===== src/rtl/axi4_burst_writer.sv =====
// axi4_burst_writer
// Turns one command (start address + AXI LEN) plus a stream of data beats
// into a single INCR write burst on the AXI4 AW/W/B channels, then reports
// the slave's BRESP back to the requester as a one-cycle completion pulse.

module axi4_burst_writer #(
    parameter int DATA_WIDTH = 32,
    parameter int ADDR_WIDTH = 16
) (
    input  logic                  ACLK,
    input  logic                  ARESETn,

    // Command request side
    input  logic                  cmd_valid,
    output logic                  cmd_ready,
    input  logic [ADDR_WIDTH-1:0] cmd_addr,
    input  logic [7:0]            cmd_len,

    // Write data stream side
    input  logic                  wr_data_valid,
    output logic                  wr_data_ready,
    input  logic [DATA_WIDTH-1:0] wr_data,

    // Completion report
    output logic                  done_valid,
    output logic [1:0]            done_resp,

    // AXI4 write address channel
    output logic [ADDR_WIDTH-1:0] AWADDR,
    output logic [7:0]            AWLEN,
    output logic [2:0]            AWSIZE,
    output logic                  AWVALID,
    input  logic                  AWREADY,

    // AXI4 write data channel
    output logic [DATA_WIDTH-1:0] WDATA,
    output logic                  WLAST,
    output logic                  WVALID,
    input  logic                  WREADY,

    // AXI4 write response channel
    input  logic [1:0]            BRESP,
    input  logic                  BVALID,
    output logic                  BREADY
);

    // Bytes per beat and the matching AxSIZE encoding; every beat is full width.
    localparam int                  BYTES_PER_BEAT = DATA_WIDTH / 8;
    localparam int                  SIZE_LOG2      = $clog2(BYTES_PER_BEAT);
    localparam logic [2:0]          BURST_SIZE     = 3'(SIZE_LOG2);
    // Clears the sub-beat byte offset so the burst always starts on a beat boundary.
    localparam logic [ADDR_WIDTH-1:0] ALIGN_MASK   = {ADDR_WIDTH{1'b1}} << SIZE_LOG2;

    typedef enum logic [1:0] {
        IDLE = 2'd0,
        ADDR = 2'd1,
        DATA = 2'd2,
        RESP = 2'd3
    } state_t;

    state_t                  r_state;
    state_t                  w_next_state;

    logic                    r_cmd_ready;
    logic [ADDR_WIDTH-1:0]   r_awaddr;
    logic [7:0]              r_awlen;
    logic                    r_awvalid;

    // Nine bits so that a 256-beat burst can count to 256 without wrapping.
    logic [8:0]              r_beats_loaded;

    logic [DATA_WIDTH-1:0]   r_wdata;
    logic                    r_wlast;
    logic                    r_wvalid;

    logic                    r_bready;
    logic                    r_done_valid;
    logic [1:0]              r_done_resp;

    logic                    w_cmd_hs;
    logic                    w_aw_hs;
    logic                    w_w_hs;
    logic                    w_last_hs;
    logic                    w_b_hs;
    logic                    w_more_beats;
    logic                    w_wslot_free;
    logic                    w_wr_data_ready;
    logic                    w_beat_accept;
    logic                    w_beat_is_last;

    // Handshake and beat-accounting decode shared by the FSM and the datapath.
    always_comb begin
        w_cmd_hs        = cmd_valid && r_cmd_ready;
        w_aw_hs         = r_awvalid && AWREADY;
        w_w_hs          = r_wvalid && WREADY;
        w_last_hs       = w_w_hs && r_wlast;
        w_b_hs          = (r_state == RESP) && r_bready && BVALID;
        w_more_beats    = (r_beats_loaded <= {1'b0, r_awlen});
        w_wslot_free    = !r_wvalid || WREADY;
        w_wr_data_ready = (r_state == DATA) && w_more_beats && w_wslot_free;
        w_beat_accept   = wr_data_valid && w_wr_data_ready;
        w_beat_is_last  = (r_beats_loaded == {1'b0, r_awlen});
    end

    // State register; reset abandons any burst in flight.
    always_ff @(posedge ACLK or negedge ARESETn) begin
        if (!ARESETn) begin
            r_state <= IDLE;
        end else begin
            r_state <= w_next_state;
        end
    end

    // Next-state logic: one address phase, LEN+1 data beats, one response.
    always_comb begin
        w_next_state = r_state;
        case (r_state)
            IDLE: begin
                if (w_cmd_hs) begin
                    w_next_state = ADDR;
                end
            end
            ADDR: begin
                if (w_aw_hs) begin
                    w_next_state = DATA;
                end
            end
            DATA: begin
                if (w_last_hs) begin
                    w_next_state = RESP;
                end
            end
            RESP: begin
                if (w_b_hs) begin
                    w_next_state = IDLE;
                end
            end
            default: begin
                w_next_state = IDLE;
            end
        endcase
    end

    // Registered per-state strobes, computed from the upcoming state so they line up with it.
    always_ff @(posedge ACLK or negedge ARESETn) begin
        if (!ARESETn) begin
            r_cmd_ready <= 1'b0;
            r_bready    <= 1'b0;
        end else begin
            r_cmd_ready <= (w_next_state == IDLE);
            r_bready    <= (w_next_state == RESP);
        end
    end

    // Address channel: capture the command and hold AWVALID until the slave takes it.
    always_ff @(posedge ACLK or negedge ARESETn) begin
        if (!ARESETn) begin
            r_awaddr  <= '0;
            r_awlen   <= '0;
            r_awvalid <= 1'b0;
        end else if (w_cmd_hs) begin
            r_awaddr  <= cmd_addr & ALIGN_MASK;
            r_awlen   <= cmd_len;
            r_awvalid <= 1'b1;
        end else if (w_aw_hs) begin
            r_awvalid <= 1'b0;
        end
    end

    // Beat counter: restarts as the data phase begins and stops at LEN+1.
    always_ff @(posedge ACLK or negedge ARESETn) begin
        if (!ARESETn) begin
            r_beats_loaded <= '0;
        end else if (w_aw_hs) begin
            r_beats_loaded <= '0;
        end else if (w_beat_accept) begin
            r_beats_loaded <= r_beats_loaded + 9'd1;
        end
    end

    // One-entry W output register: load a new beat whenever the slot is empty or draining.
    always_ff @(posedge ACLK or negedge ARESETn) begin
        if (!ARESETn) begin
            r_wdata  <= '0;
            r_wlast  <= 1'b0;
            r_wvalid <= 1'b0;
        end else if (w_beat_accept) begin
            r_wdata  <= wr_data;
            r_wlast  <= w_beat_is_last;
            r_wvalid <= 1'b1;
        end else if (w_w_hs) begin
            r_wlast  <= 1'b0;
            r_wvalid <= 1'b0;
        end
    end

    // Completion: pulse once per response and keep the last BRESP visible afterwards.
    always_ff @(posedge ACLK or negedge ARESETn) begin
        if (!ARESETn) begin
            r_done_valid <= 1'b0;
            r_done_resp  <= 2'b00;
        end else begin
            r_done_valid <= w_b_hs;
            if (w_b_hs) begin
                r_done_resp <= BRESP;
            end
        end
    end

    assign cmd_ready     = r_cmd_ready;
    assign wr_data_ready = w_wr_data_ready;
    assign done_valid    = r_done_valid;
    assign done_resp     = r_done_resp;
    assign AWADDR        = r_awaddr;
    assign AWLEN         = r_awlen;
    assign AWSIZE        = BURST_SIZE;
    assign AWVALID       = r_awvalid;
    assign WDATA         = r_wdata;
    assign WLAST         = r_wlast;
    assign WVALID        = r_wvalid;
    assign BREADY        = r_bready;

endmodule


===== config.mk =====
export PLATFORM = sky130hd
export DESIGN_NAME = axi4_burst_writer
export DESIGN_NICKNAME = d
export VERILOG_FILES = /design/src/rtl/axi4_burst_writer.sv
export SDC_FILE = /design/constraint.sdc
export NUM_CORES = 1
export LEC_CHECK = 0
export CORE_MARGIN = 1.5
export CORE_UTILIZATION = 43
export CTS_CLUSTER_DIAMETER = 120
export DETAILED_ROUTE_END_ITERATION = 10
export GPL_TIMING_DRIVEN = 0
export PLACE_DENSITY = 0.8
export SLEW_MARGIN = 20
export SYNTH_ARGS = -nofsm -noshare
export SYNTH_HDL_FRONTEND = slang
export SYNTH_SLANG_ARGS = --single-unit

===== constraint.sdc =====
create_clock -name ACLK -period 2.7 [get_ports ACLK]
set_clock_uncertainty 0.05 [all_clocks]
set_input_delay 0.27 -clock ACLK [delete_from_list [all_inputs] [get_ports ACLK]]
set_output_delay 0.27 -clock ACLK [all_outputs]
set_load 0.02 [all_outputs]

* After elaboration in Yosys (flattened, before gate mapping)
Index checks and enable logic that the tools add are counted.
Storage, ports and cells: input bits 65, word-level logic and storage cells 47, register bits 73
Operators by class: add/sub/neg operators 1, equality and inequality tests 5, muxes and demuxes 12, reductions and logical operators 16, order comparisons 1
Operator list (number):
- 9-bit 2-to-1 mux | 2
- 9-bit by 1-bit adder with 9-bit output, second input constant | 1
- 9-bit by 8-bit equality test with 1-bit output | 1
- 9-bit by 8-bit <= comparator with 1-bit output | 1
- 1-bit logical AND | 9
- 2-bit 2-to-1 mux | 4
- 2-bit one-hot mux with 4 select lines | 1
- 2-bit equality test, second input constant | 3
- 2-bit nonzero test | 3
- 1-bit 2-to-1 mux | 5
- 2-bit logical NOT | 2
- 2-bit by 1-bit equality test with 1-bit output, second input constant | 1
- 1-bit logical NOT | 1
- 1-bit logical OR | 1

* Longest topological paths before layout
Gate-level depths: netlist (run 1).
word-level depth 6, mapped depth 8, gate-level depth less buffers 7

* Worst setup path before layout (run 1)
OpenSTA, ideal clock, no wires.
path kind flip-flop to flip-flop, from register r_awlen[4], in the netlist AWLEN[4], to register r_wdata[10], in the netlist WDATA[10], period minus slack after synthesis 2374 ps, stages on the path, launching flop included 9, setup slack 326 ps, library setup time 125 ps, data arrival time 2199 ps, path through dfrtp_1 -> inv_1 -> ha_1 -> nand3_1 -> o21bai_4 -> a2111oi_4 -> nor2_4 -> buf_6 -> mux2_4
Between the ends: cells in the longest elaborated chain, start to end 4
RTL lines:
- from (decl) | RTL line 66 | logic [7:0] r_awlen;
- from (signal assigned) | RTL line 163 | r_awlen <= cmd_len;
- 9-bit by 8-bit <= comparator with 1-bit output | RTL line 98 | w_more_beats = (r_beats_loaded <= {1'b0, r_awlen});
- 1-bit logical AND (2 in a row) | RTL line 100 | w_wr_data_ready = (r_state == DATA) && w_more_beats && w_wslot_free;
- 1-bit logical AND | RTL line 101 | w_beat_accept = wr_data_valid && w_wr_data_ready;
- to (signal assigned) | RTL line 188 | r_wdata <= wr_data;
- to (decl) | RTL line 72 | logic [DATA_WIDTH-1:0] r_wdata;
No other way between the ends. A chain may end at the register's enable or synchronous reset.

* Final worst setup path (run 1)
from register r_awlen[3], in the netlist AWLEN[3], to register r_wdata[10], in the netlist WDATA[10]
Same word-level chain as after synthesis.

==> results of run 1 <==
## area by class of cell
cell class              count  area [sq um]  area share [%]
repair buffers            130          1300            26.4
flip-flops and latches     73          1830            37.0
clock buffers              12           145            2.94
well taps                  99           124            2.51
inverters                  13          48.8           0.989
multi-input cells         147          1370            27.8
plain buffers              13          98.8            2.00
clock inverters             3          17.5           0.355
## state kept, by name, summed over array words and instances (netlist names)
register / cells
r_beats_loaded: 9
done_valid: 1
WVALID: 1
WLAST: 1
done_resp: 2
WDATA: 32
cmd_ready: 1
BREADY: 1
AWVALID: 1
AWADDR: 14
AWLEN: 8
r_state: 2
## cell usage in the layout (no fill, tap or decap), drive strengths merged, types with 6 or more instances in the layout
cell,n
inv,13
ha,9
buf,16
dfrtp,73
nor2,7
nand2,12
o31ai,6
clkdlybuf4s50,123
clkbuf,15
a21oi,10
nand3,7
mux2,55
## worst max-delay path by stage
stage,startpoint,end,slack (ns),cells past startpoint
floorplan,AWLEN[4],WDATA[10],0.33,8
global placement,ARESETn,WDATA[19],-1.20,1
detailed placement,r_beats_loaded[3],wr_data_ready,-0.15,7
CTS,AWLEN[3],wr_data_ready,0.05,8
global route,AWLEN[3],WDATA[27],0.001,10
finish,AWLEN[3],WDATA[10],0.10,10
## metrics by stage
step / setup slack, ns / setup TNS [ns] / area [sq um]
floorplan: 0.326 / 0 / 3340
global placement: -1.20 / -87.16 / 4710
detailed placement: -0.154 / -0.154 / 4740
CTS: 0.0491 / 0 / 4930
global route: 0.00126 / 0 / 4940
finish: 0.102 / 0 / 4940
## layer usage
metal,share of wire (%),wire (microns)
met1,42,3130
met2,49,3620
met3,6.7,502
met4,2.5,187
met5,0,0
## power by group
part           leakage (uW)  internal (uW)  switching [uW]
clock network     0.0000822            351             390
registers          0.000891           1590             304
logic               0.00119           1600            1320
total               0.00216           3540            2020
## worst reg2reg max path, stage by stage (launching register included)
cell	delay (ns)
dfrtp_1	0.37
inv_1	0.06
ha_1	0.31
nand3_1	0.14
o21bai_4	0.22
a2111oi_4	0.42
buf_4	0.17
buf_4	0.14
nor2_4	0.08
buf_6	0.20
mux2_4	0.31
## kinds of logic (layout without fill, tap and decap cells)
| kind of cell | count (synthesis) | in the layout | synth area share, % |
|---|---|---|---|
| simple gates | 46 | 46 | 7.56 |
| fa+ha+maj | 9 | 9 | 3.39 |
| mux | 56 | 56 | 22.2 |
| flops | 73 | 73 | 54.9 |
| other cells | 2 | 5 | 0.226 |
| compound gates | 31 | 31 | 7.26 |
| buf+inv | 26 | 171 | 4.44 |
## repair_timing
action	CTS	global route
buffers inserted	2	1
resized for setup	2	3
pin swaps	1	1
endpoints found under the hold margin	20	0
endpoints found under the setup margin	1	2
hold buffers	1	0
==> results.rst, run 1 <==
.. list-table::
   :header-rows: 1

   * - Metric
     - Value
   * - Port Buffers
     - 125
   * - Antenna-violating nets left
     - 0
   * - Kind of path behind the tightest hold check
     - in2async
   * - Share of the cycle needed by the critical path after routing
     - 96.2%
   * - Filler cell count
     - 569
   * - Number of pins exceeding their max-slew limit in the final report
     - 0
   * - Synth top cells by count
     - 73 x dfrtp_1, 29 x mux2_4, 26 x mux2_2, 13 x inv_1, 12 x nand2_1
   * - Busiest metal layer after global routing
     - met2
   * - Clock-pin slew reported for the worst setup and hold paths after clock tree synthesis
     - 0.08 ns
   * - Number of non-filler instances in the completed layout
     - 490
   * - DRC errors left
     - 0
   * - Final estimated routing congestion in global placement
     - 0.819
   * - Met1 routing resource usage after global routing
     - 23.0%
   * - Global-route wire length before repair
     - 12200 microns
   * - Post-Syn Instances
     - 243
   * - Final hold vios
     - 0
   * - LEAKAGE
     - 0.00216 uW
   * - Most repeated library cell on the critical path
     - buf_4
   * - Total number of yosys warnings
     - 0
   * - Post-synth EDFFs
     - 0
   * - CTS tree
     - built
   * - Most frequently used flop master after synthesis
     - dfrtp_1
   * - Yosys reg bits
     - 73
   * - Number of global-route vias before repair
     - 2471
   * - Part of the Yosys area used for sequential elements
     - 54.9%
   * - Count of boundary I/O pins
     - 133
   * - Detailed router's first-iteration violation count
     - 117
   * - Highest cell delay on the worst timing path
     - 0.42 ns
   * - Routed wirelength normalized by instance count
     - 15.2 microns
   * - Clk sinks
     - 73
   * - Cell with the most instances after synthesis
     - dfrtp_1
   * - Measured slew at the worst slew-check pin
     - 0.649 ns
   * - RR Startpoint
     - AWLEN[3]
   * - Pin count of the biggest net entering global routing
     - 54
   * - Final layout net count
     - 461
   * - Total die area
     - 8270 sq um
   * - Number of iterations in the first detailed-routing pass
     - 4
   * - Routed Wire Length
     - 7440 microns
   * - Highest achievable clock rate
     - 385 MHz
   * - Area Overhead vs Synth
     - 48.4%
   * - Outcome
     - completed
   * - Root buffer cell
     - clkbuf_8
   * - Number of cells in the design after placement
     - 471
   * - Max FO, Critical Path
     - 10
   * - Critical Path Sink Type
     - flop
   * - Max_cap viols
     - 0
   * - Gr usage total
     - 18.7%
   * - Met3 Track Usage GR
     - 6.20%
   * - Syn avg cell area
     - 13.7 sq um
   * - CP top delay family
     - compound AO/OA/AOI/OAI gates
   * - Worst hold margin
     - 0.299 ns
   * - Final setup violation count
     - 0
   * - Leading post-synthesis cells by cell area
     - dfrtp_1 55%, mux2_4 13%, mux2_2 8.8%
   * - Vertical die dimension
     - 90.9 microns
   * - DPL Wire Length
     - 5450 microns
   * - CTS H-tree lvls
     - 3
   * - Worst max-slew margin expressed relative to the limit
     - 56.7%
   * - Clock buffer count from CTS
     - 9
   * - Buffer and inverter count on the worst path
     - 4
   * - Cell area after synthesis
     - 3330 sq um
   * - Initial core utilization
     - 45.1%
   * - Met2 Track Usage GR
     - 30.2%
   * - Final critical delay including setup and external delays
     - 2.60 ns
   * - Area leader, netlist
     - dfrtp_1
   * - RSZ-0062 raised after global routing
     - no
   * - Slack of the worst reg-to-reg path
     - 0.10 ns
   * - Average via count per standard cell
     - 4.97
   * - Antenna diode count
     - 0
   * - Yosys cell types
     - 39
   * - Fraction of final layout cells sized beyond drive strength 1
     - 23.5%
   * - Top cell type's share of synthesized area
     - 54.9%
   * - Post-layout util
     - 67.0%
   * - Req. time, crit path
     - 2.88 ns
   * - Placeable core region
     - 7370 sq um
   * - Worst reg-to-reg path cell count
     - 10
   * - Overall die width
     - 90.9 microns
   * - Critical-path cell with the highest stage delay
     - a2111oi_4
   * - Sum of overflow across all layers after global routing
     - 0
   * - Total vias in the final route
     - 2435
   * - Peak VDD IR
     - 0.580 mV
   * - Overall power
     - 5550 uW
   * - Setup crit start kind
     - flop
   * - Fraction of registers with async set or reset after synthesis
     - 100%
   * - Maximum clock insertion buffer count
     - 2
   * - Power density over the cells
     - 1130 nW/um^2
   * - Antenna violations before repair
     - 0
   * - Critical Path AT
     - 2.77 ns
   * - Reg-to-reg endpoint
     - WDATA[10]
   * - CP Class
     - reg2reg
   * - Number of rows created at floorplan
     - 31
   * - Cells along the critical path
     - inv_1 > ha_1 > nand3_1 > o21bai_4 > a2111oi_4 > buf_4 > buf_4 > nor2_4 > buf_6 > mux2_4
   * - Clock insertion delay at the later pin of the skew report
     - 0.35 ns
Note: power is estimated with default switching activity, not from simulation.
==> inputs of run 2 (changes only) <==
--- a/config.mk
+++ b/config.mk
@@ -6,11 +6,12 @@
 export NUM_CORES = 1
 export LEC_CHECK = 0
 export CORE_MARGIN = 1.5
-export CORE_UTILIZATION = 43
+export CORE_UTILIZATION = 39
 export CTS_CLUSTER_DIAMETER = 120
 export DETAILED_ROUTE_END_ITERATION = 10
+export GPL_ROUTABILITY_DRIVEN = 1
 export GPL_TIMING_DRIVEN = 0
-export PLACE_DENSITY = 0.8
+export PLACE_DENSITY = 0.76
 export SLEW_MARGIN = 20
 export SYNTH_ARGS = -nofsm -noshare
 export SYNTH_HDL_FRONTEND = slang
==> constraint.sdc (replaced) <==
create_clock -name ACLK -period 2.2 [get_ports ACLK]
set_clock_uncertainty 0.05 [all_clocks]
set_input_delay 0.22 -clock ACLK [delete_from_list [all_inputs] [get_ports ACLK]]
set_output_delay 0.22 -clock ACLK [all_outputs]
set_load 0.02 [all_outputs]
==> run 2 against run 1 <==
Effect of this change:
- the flow now finishes with violations (setup timing)
- register-to-register slack got worse by 0.21 ns
- combinational power rose by 40%
- sequential share of layout area fell by 3.6 points
- clock power rose by 73%
- routed wire length rose by 9.7%
- maximum frequency rose by 13%
- first-iteration DRC count fell by 52%
- sequential power rose by 23%
- setup slack got worse by 0.21 ns
- cell count rose by 5.9%
- via count rose by 3.9%
- largest power group unchanged
==> results.rst, run 2 (synthesis results as in run 1) <==
.. list-table::
   :header-rows: 1

   * - Metric
     - Value
   * - Outcome
     - complete, but fails checks
   * - Violated checks
     - setup timing
   * - Post-layout util
     - 66.8% (-0.14 points)
   * - CP Class
     - reg2reg
   * - Clk sinks
     - 73 (unchanged)
   * - Vertical die dimension
     - 95.3 microns (+4.8%)
   * - Number of non-filler instances in the completed layout
     - 519 (+5.9%)
   * - Area Overhead vs Synth
     - 66.0%
   * - Final setup violation count
     - 38 (+38)
   * - Number of global-route vias before repair
     - 2667 (+7.9%)
   * - Number of iterations in the first detailed-routing pass
     - 6 (+2)
   * - Pin count of the biggest net entering global routing
     - 39 (-28%)
   * - Final critical delay including setup and external delays
     - 2.30 ns (-0.295 ns)
   * - Critical-path cell with the highest stage delay
     - dfrtp_2
   * - Routed Wire Length
     - 8160 microns (+9.7%)
   * - Number of pins exceeding their max-slew limit in the final report
     - 0 (unchanged)
   * - Initial core utilization
     - 40.3% (-4.9 points)
   * - Placeable core region
     - 8260 sq um (+12%)
   * - Routed wirelength normalized by instance count
     - 15.7 microns (+3.5%)
   * - Kind of path behind the tightest hold check
     - in2async
   * - Clock insertion delay at the later pin of the skew report
     - 0.34 ns (about the same)
   * - Critical Path Sink Type
     - flop
   * - Worst reg-to-reg path cell count
     - 8 (-2)
   * - DPL Wire Length
     - 5520 microns (+1.3%)
   * - Clock-pin slew reported for the worst setup and hold paths after clock tree synthesis
     - 0.08 ns (about the same)
   * - Average via count per standard cell
     - 4.88 (-1.9%)
   * - DRC errors left
     - 0 (unchanged)
   * - CP top delay family
     - compound AO/OA/AOI/OAI gates
   * - Measured slew at the worst slew-check pin
     - 0.580 ns (-0.0690 ns)
   * - Root buffer cell
     - clkbuf_8
   * - Leading cell types in the layout, fill and taps excluded
     - 123 x clkdlybuf4s50_1, 60 x dfrtp_1, 30 x mux2_4
   * - Setup crit start kind
     - flop
   * - Final hold vios
     - 0 (unchanged)
   * - Worst hold margin
     - 0.317 ns (+0.0179 ns)
   * - Final layout net count
     - 483 (+4.8%)
   * - Footprint of the multi-input gates
     - 1620 sq um (+18%)
   * - Filler cell count
     - 626 (+10%)
   * - Antenna-violating nets left
     - 0 (unchanged)
   * - Pre-CTS setup slack
     - -0.526 ns (-0.372 ns)
   * - Total vias in the final route
     - 2531 (+3.9%)
   * - Power density over the cells
     - 1390 nW/um^2 (+24%)
   * - Clock buffer count from CTS
     - 9 (unchanged)
   * - Peak VDD IR
     - 0.751 mV (+30%)
   * - Highest cell delay on the worst timing path
     - 0.43 ns (about the same)
   * - Number of cells in the design after placement
     - 477 (+1.3%)
   * - Global-route wire length before repair
     - 12400 microns (+2.0%)
   * - Gr usage total
     - 18.0% (-0.66 points)
   * - Buffer and inverter count on the worst path
     - 2 (-2)
   * - Highest achievable clock rate
     - 434 MHz (+13%)
   * - FF/Latch Area
     - 1840 sq um (+0.89%)
   * - Final estimated routing congestion in global placement
     - 0.821 (+0.28%)
   * - Most common cell after layout, fill and taps aside
     - clkdlybuf4s50_1
   * - RR Startpoint
     - r_beats_loaded[3]
   * - Overall die width
     - 95.3 microns (+4.8%)
   * - Slack of the worst reg-to-reg path
     - -0.10 ns (-0.21 ns)
   * - Worst max-slew margin expressed relative to the limit
     - 61.3% (+4.7 points)
   * - Reg-to-reg endpoint
     - WDATA[15]
   * - Port Buffers
     - 125 (unchanged)
   * - Max_cap viols
     - 0 (unchanged)
   * - Area of all placed cells without fillers
     - 5520 sq um (+12%)
   * - Cells along the critical path
     - ha_4 > a21o_1 > a21oi_4 > a2111oi_4 > buf_4 > nor2_4 > buf_8 > mux2_4
   * - CTS tree
     - built
   * - Number of rows created at floorplan
     - 33 (+6.5%)
   * - Req. time, crit path
     - 2.37 ns (-0.51 ns)
   * - Critical Path AT
     - 2.47 ns (-0.30 ns)
   * - Sum of overflow across all layers after global routing
     - 0 (unchanged)
   * - Antenna diode count
     - 0 (unchanged)
   * - Share of the cycle needed by the critical path after routing
     - 105% (+8.5 points)
   * - Detailed router's first-iteration violation count
     - 56 (-52%)
   * - LEAKAGE
     - 0.00234 uW (+8.2%)
   * - Final setup slack of the worst path
     - -0.103 ns (-0.205 ns)
   * - Total die area
     - 9090 sq um (+9.9%)
   * - Fraction of final layout cells sized beyond drive strength 1
     - 38.4% (+15 points)
   * - Max FO, Critical Path
     - 10 (unchanged)
   * - Count of boundary I/O pins
     - 133 (unchanged)
   * - Flip-flop count of the largest register after layout
     - 32 (unchanged)
   * - Placed inst area
     - 4800 sq um (+1.4%)
   * - Maximum clock insertion buffer count
     - 2 (unchanged)
   * - CTS H-tree lvls
     - 3 (unchanged)
   * - RSZ-0062 raised after global routing
     - yes
   * - Antenna violations before repair
     - 0 (unchanged)
## run 2: changes by cell type in the layout (fill, tap and decap cells not counted), moves of 4 or more
| cell | previous run | this run |
|---|---|---|
| a21oi_1 | 9 | 3 |
| a21oi_2 | 1 | 6 |
| buf_4 | 9 | 23 |
| buf_6 | 4 | 9 |
| dfrtp_1 | 73 | 60 |
| dfrtp_2 | 0 | 13 |
| ha_1 | 9 | 2 |
| ha_4 | 0 | 7 |
| inv_1 | 13 | 9 |
| inv_2 | 0 | 4 |
| or4_1 | 5 | 1 |
| or4_4 | 0 | 4 |
## run 2: worst max-delay path by stage
stage                                  from       endpoint  slack, ns  cells past startpoint
after floorplan                    AWLEN[4]      WDATA[10]      -0.04                      8
after global placement              ARESETn       AWLEN[7]      -1.95                      1
after detailed placement  r_beats_loaded[3]  wr_data_ready      -0.53                      7
after CTS                 r_beats_loaded[2]  wr_data_ready      -0.13                      7
after global routing      r_beats_loaded[2]  wr_data_ready      -0.16                      7
final                     r_beats_loaded[3]      WDATA[15]      -0.10                      8
## run 2: layout make-up
class	instances	area share, %
sequential	73	33.4
clock buffer	11	2.56
tap	105	2.38
inverter	13	0.884
buffer	13	2.20
timing repair buffer	152	27.4
multi-input combinational	147	29.3
clock inverter	5	1.88
## run 2: per-stage QoR
step / setup TNS [ns] / total power [uW]
after floorplan: -1.08 / 4430
after global placement: -131.06 / 5920
after detailed placement: -8.71 / 6010
after CTS: -3.49 / 7600
after global routing: -5.04 / 8120
final: -2.69 / 7690
## run 2: routing by layer
| metal | vias to the layer above | routed length [microns] | global-route usage, % |
|---|---|---|---|
| li1 | 1184 | - | - |
| met1 | 1259 | 3310 | 21.0 |
| met2 | 77 | 4250 | 29.8 |
| met3 | 11 | 494 | 5.82 |
| met4 | 0 | 110 | 8.83 |
| met5 | - | 0 | 0 |
## run 2: report_power, final
| part | leakage [uW] | internal [uW] | switching (uW) |
|---|---|---|---|
| Sequential | 0.000874 | 1960 | 360 |
| Clock | 0.000124 | 785 | 498 |
| Combinational | 0.00135 | 2270 | 1820 |
## run 2: what timing repair did
item / in CTS / in global routing
endpoints found under the setup margin: 43 / 42
setup buffers: 19 / 6
endpoints found under the hold margin: 35 / 0
hold buffers: 1 / 0
pin swaps: 10 / 14
gates resized for setup: 24 / 34
